--- config.mk ---
export PLATFORM = sky130hd
export DESIGN_NAME = tpu_ctrl_flat
export DESIGN_NICKNAME = d
export VERILOG_FILES = /design/src/rtl/tpu_ctrl_if.sv /design/src/rtl/tpu_ctrl.sv /design/src/flat_wrapper.sv
export SDC_FILE = /design/constraint.sdc
export NUM_CORES = 1
export LEC_CHECK = 0
export ABC_AREA = 1
export BUFFER_PORTS_ARGS = -buffer_cell sky130_fd_sc_hd__buf_2
export CAP_MARGIN = 25
export CORE_ASPECT_RATIO = 0.75
export CORE_MARGIN = 2
export CORE_UTILIZATION = 39
export DETAILED_ROUTE_END_ITERATION = 6
export GPL_TIMING_DRIVEN = 0
export PLACE_DENSITY = 0.84
export SLEW_MARGIN = 20
export SYNTH_ARGS = -nofsm -noshare
export SYNTH_HDL_FRONTEND = slang
export SYNTH_SLANG_ARGS = --single-unit
--- constraint.sdc ---
create_clock -name clk -period 3.4 [get_ports clk]
set_input_delay 0.51 -clock clk [delete_from_list [all_inputs] [get_ports clk]]
set_output_delay 0.51 -clock clk [all_outputs]
set_load 0.005 [all_outputs]
--- src/rtl/tpu_ctrl_if.sv ---
// Host access bus for tpu_ctrl: request, direction, byte address and the
// reject/undecoded error pulse returned by the controller.
interface tpu_ctrl_if #(
  parameter int ADDRW = 16
);
  logic             req;
  logic             r_w;
  logic [ADDRW-1:0] addr;
  logic             err;

  modport master (output req, r_w, addr, input err);
  modport slave  (input req, r_w, addr, output err);
endinterface

--- src/rtl/tpu_ctrl.sv ---
// Systolic-array sequencer: decodes host writes into memA/memB/C strobes and runs
// a 3*DIM-2 cycle compute burst on CMD write. Optional macro TPU_CTRL_PERF_EN adds
// a cumulative compute-cycle counter on perf_cnt.
module tpu_ctrl #(
  parameter int DIM   = 8,
  parameter int ADDRW = 16,
  parameter int CNTW  = 32
) (
  input  logic                   clk,
  input  logic                   rst,
  tpu_ctrl_if.slave              host,
  output logic                   en_a,
  output logic                   wr_a,
  output logic [$clog2(DIM)-1:0] a_row,
  output logic                   en_b,
  output logic                   wr_b,
  output logic                   en_sys,
  output logic                   wr_c,
  output logic [$clog2(DIM)-1:0] c_row,
  output logic                   c_half,
  output logic                   busy,
  output logic                   done,
  output logic [CNTW-1:0]        perf_cnt
);
  localparam int RW = $clog2(DIM);
  localparam int CW = $clog2(3*DIM);
  localparam logic [CW-1:0] LAST = CW'(3*DIM-3);

  localparam logic [3:0] RG_A   = 4'd1;
  localparam logic [3:0] RG_B   = 4'd2;
  localparam logic [3:0] RG_C   = 4'd3;
  localparam logic [3:0] RG_CMD = 4'd4;

  typedef enum logic [1:0] {S_IDLE, S_COMPUTE, S_DONE} state_t;

  state_t            state, state_nx;
  logic [CW-1:0]     cnt;
  logic [ADDRW-1:0]  addr;
  logic [3:0]        region;
  logic              err_c;
  logic              unused_addr;

  assign addr        = host.addr;
  assign region      = addr[11:8];
  assign host.err    = err_c;
  assign unused_addr = ^addr;

  always_ff @(posedge clk) begin
    if (rst) state <= S_IDLE;
    else     state <= state_nx;
  end

  // Counter only runs in COMPUTE, so every entry into COMPUTE starts from 0.
  always_ff @(posedge clk) begin
    if (rst || state != S_COMPUTE) cnt <= '0;
    else                           cnt <= cnt + 1'b1;
  end

  always_comb begin
    state_nx = state;
    en_a     = 1'b0;
    en_b     = 1'b0;
    en_sys   = 1'b0;
    wr_a     = 1'b0;
    wr_b     = 1'b0;
    wr_c     = 1'b0;
    a_row    = '0;
    c_row    = '0;
    c_half   = 1'b0;
    busy     = 1'b0;
    done     = 1'b0;
    err_c    = 1'b0;
    case (state)
      S_COMPUTE: begin
        busy   = 1'b1;
        en_a   = 1'b1;
        en_b   = 1'b1;
        en_sys = 1'b1;
        err_c  = host.req;
        if (cnt == LAST) state_nx = S_DONE;
      end
      default: begin
        if (state == S_DONE) begin
          done     = 1'b1;
          state_nx = S_IDLE;
        end
        if (host.req) begin
          case (region)
            RG_A: begin
              if (host.r_w) begin
                wr_a  = 1'b1;
                a_row = addr[RW+2:3];
              end else err_c = 1'b1;
            end
            RG_B: begin
              if (host.r_w) wr_b = 1'b1;
              else          err_c = 1'b1;
            end
            RG_C: begin
              c_row  = addr[RW+3:4];
              c_half = addr[3];
              wr_c   = host.r_w;
            end
            RG_CMD: begin
              if (host.r_w) state_nx = S_COMPUTE;
              else          err_c = 1'b1;
            end
            default: err_c = 1'b1;
          endcase
        end
      end
    endcase
  end

`ifdef TPU_CTRL_PERF_EN
  logic [CNTW-1:0] perf_q;

  always_ff @(posedge clk) begin
    if (rst)                     perf_q <= '0;
    else if (state == S_COMPUTE) perf_q <= perf_q + 1'b1;
  end

  assign perf_cnt = perf_q;
`else
  assign perf_cnt = '0;
`endif

endmodule

--- src/flat_wrapper.sv ---
// flat-port wrapper written by rule: the top's interface ports become plain ports
module tpu_ctrl_flat 
#(
  parameter int DIM   = 8,
  parameter int ADDRW = 16,
  parameter int CNTW  = 32
)
  (clk, rst, en_a, wr_a, a_row, en_b, wr_b, en_sys, wr_c, c_row, c_half, busy, done, perf_cnt, host_req, host_r_w, host_addr, host_err);
  tpu_ctrl_if #(.ADDRW(ADDRW)) host_i ();
  input  logic clk;
  input  logic rst;
  output logic en_a;
  output logic wr_a;
  output logic [$clog2(DIM)-1:0] a_row;
  output logic en_b;
  output logic wr_b;
  output logic en_sys;
  output logic wr_c;
  output logic [$clog2(DIM)-1:0] c_row;
  output logic c_half;
  output logic busy;
  output logic done;
  output logic [CNTW-1:0] perf_cnt;
  input wire logic [$bits(host_i.req)-1:0] host_req;
  input wire logic [$bits(host_i.r_w)-1:0] host_r_w;
  input wire logic [$bits(host_i.addr)-1:0] host_addr;
  output wire logic [$bits(host_i.err)-1:0] host_err;
  assign host_i.req = host_req;
  assign host_i.r_w = host_r_w;
  assign host_i.addr = host_addr;
  assign host_err = host_i.err;
  tpu_ctrl #(.DIM(DIM), .ADDRW(ADDRW), .CNTW(CNTW)) u_core (.clk(clk), .rst(rst), .host(host_i), .en_a(en_a), .wr_a(wr_a), .a_row(a_row), .en_b(en_b), .wr_b(wr_b), .en_sys(en_sys), .wr_c(wr_c), .c_row(c_row), .c_half(c_half), .busy(busy), .done(done), .perf_cnt(perf_cnt));
endmodule
==> impl_metrics.ini <==
[run_status]
status = finished, final reports clean

[logic_synthesis]
synth_top_area_frac = 0.361
ys_ff_latch = 7
synthesis.instances = 112
synth.distinct_cells = 18
yosys_warnings = 0
avgSynthCellArea_um2 = 6.50
netlist_area_um2 = 728
netlist_top_cells_area = buf_4 (36%), dfxtp_1 (19%), inv_1 (8.8%), nand2_1 (7.7%), nor2_1 (6.7%)
synth_top_cell_by_area = buf_4
yosysSeqAreaShare = 0.192

[global_routing]
grt_pass1_vias = 616
antenna_found_initial = 0
grt_pass1_wl_um = 2310
grt_usage = 0.136
grt_max_degree = 8
grt_overflow_total = 0

[clock_network]
clock_sinks = 7
clk_latency_ps = 250
ctsResizeCount = 0
numCtsBuffers = 3
cts_hold_buffers = 0
cts.clk_slew.worst_paths_ps = 50
clock_path_buffers = 2
clockRootBuffer = clkbuf_4
cts_tree = built
h-tree-depth = 1
post_cts_buffers = 0

[worst_setup_path]
endpoint_kind = primary output
worstSetupPathType = primary input to primary output
reg2reg_depth = 6
regToRegSetupSlack_ps = 2260
r2r-end = u_core.cnt[4]$_SDFF_PP0_
cp.arrival_ps = 1310
cp.required_ps = 2890
critPathLaunchType = primary input
crit_fanout = 6
rr_startpoint = u_core.cnt[0]$_SDFF_PP0_

[route]
totalWireLength_um = 1450
dr.pass1.iters = 4
vias = 721
dr.first_iter.drc_count = 2
drc = 0
routedWlPerCell_um = 7.38
ant_nets = 0
via_per_inst = 3.68

[cells_and_area]
area_growth_pct = 41.9
drive_gt1_frac = 0.397
multi_input_area_um2 = 374
nNetsFinal = 197
diodes = 0
final_cells = 196
fin_util = 0.594
fill_cells = 176
register_area_um2 = 140

[die]
ios = 68
die_x_um = 53.9
dieArea_um2 = 2230
start_util = 0.418
fp-row-count = 13
die_h_um = 41.4
coreArea_um2 = 1740

[hold_path]
min_from = u_core.cnt[0]$_SDFF_PP0_
min_path_type = register to register
holdPathStages = 1
whs_endpoint = u_core.cnt[0]$_SDFF_PP0_

[timing]
finalSetupTns_ps = 0
timing.final.crit_period_ps = 1820
final-hold-violation-count = 0
setup_viol = 0
period_share = 0.536
fmax_mhz = 548
maxSlewViolCount = 0
fin_skew_ps = 1.18
rsz0062_at_grt = false

[pwr]
vdd_ir_drop_max_mv = 0.260
power_per_cell_area_nw_per_um2 = 209
leakagePower_nw = 0.670

[placed_design]
io_buffers = 27
place.gp.congestion = 0.704
post-dp-hpwl_um = 1280
dp.cells = 192

[flow_run]
max_cap_violations = 0
[flip-flops by register name, indices dropped and copies added, names as in the netlist]
signal and flops:
u_core.state 2, u_core.cnt 5
[critical path, cell delays in order]
cell and delay [ps]:
buf_2 110, nor2_2 150, nand2_1 160, nand2_1 100, nand3_1 70, nand2_1 60
inv_1 30, buf_2 110
[placed cells by master (no fill, tap or decap), drive strengths merged]
| master | count |
|---|---|
| buf | 62 |
| conb | 32 |
| inv | 18 |
| nand2 | 15 |
| nor2 | 15 |
| dfxtp | 7 |
| nor3 | 6 |
| clkbuf | 4 |
| nand4 | 3 |
| o21ai | 3 |
| nand3 | 3 |
| ha | 2 |
| a21oi | 2 |
| nor3b | 1 |
| or2 | 1 |
[routing by layer]
layer | vias to the layer above | GRT usage | wire [um]
met5 | - | 0 | 0
met4 | 0 | 0.0256 | 0
met3 | 0 | 0.0540 | 107
met2 | 21 | 0.261 | 790
met1 | 304 | 0.132 | 548
li1 | 396 | - | -
[cells by family after synthesis]
kind of cell	after synthesis	share of synthesized area
adders and majority gates	2	0.0344
AOI/OAI and AO/OA	5	0.0395
buffers and inverters	53	0.454
other	1	0.00515
DFF	7	0.192
and+or+nand+nor	44	0.275
[layout make-up]
class | count | share of cell area
multi-input combinational | 83 | 0.362
buffer | 35 | 0.254
sequential | 7 | 0.136
timing repair buffer | 27 | 0.131
inverter | 18 | 0.0654
tap | 22 | 0.0266
clock buffer | 4 | 0.0254
[worst max-delay path by stage]
stage / from / to / slack, ps / cells past startpoint
finish: host_addr[11] / host_err / 1580 / 8
global route: host_addr[11] / host_err / 1490 / 8
CTS: host_addr[11] / host_err / 1580 / 8
detailed placement: host_addr[11] / host_err / 1580 / 8
global placement: host_addr[11] / c_half / 1610 / 5
floorplan: host_addr[11] / c_row[2] / 1880 / 3
[metrics by stage]
stage | worst slack, ps | power, mW | hold WS, ps | cell area [um2]
after detailed placement | 1580 | 0.142 | 478 | 1010
after floorplan | 1880 | 0.130 | 445 | 845
after CTS | 1580 | 0.216 | 491 | 1030
final | 1580 | 0.216 | 484 | 1030
after global routing | 1490 | 0.233 | 517 | 1030
after global placement | 1610 | 0.141 | 463 | 1010
[synth_stat cells, drive strengths merged]
cell / count
o21ai: 3
ha: 2
a21oi: 2
nor3b: 1
inv: 18
nand3: 3
nor2: 15
buf: 35
conb: 1
or2: 1
nor3: 6
nand2: 15
nand4: 3
dfxtp: 7
[report_power, final]
group	total [mW]	internal, mW	switching (mW)	leakage (nW)
sequential	0.0826	0.0824	0.000249	0.0564
combinational	0.0593	0.0334	0.0258	0.598
clock	0.0737	0.0447	0.0290	0.0150
No activity file was read; power rests on OpenSTA's default activity.
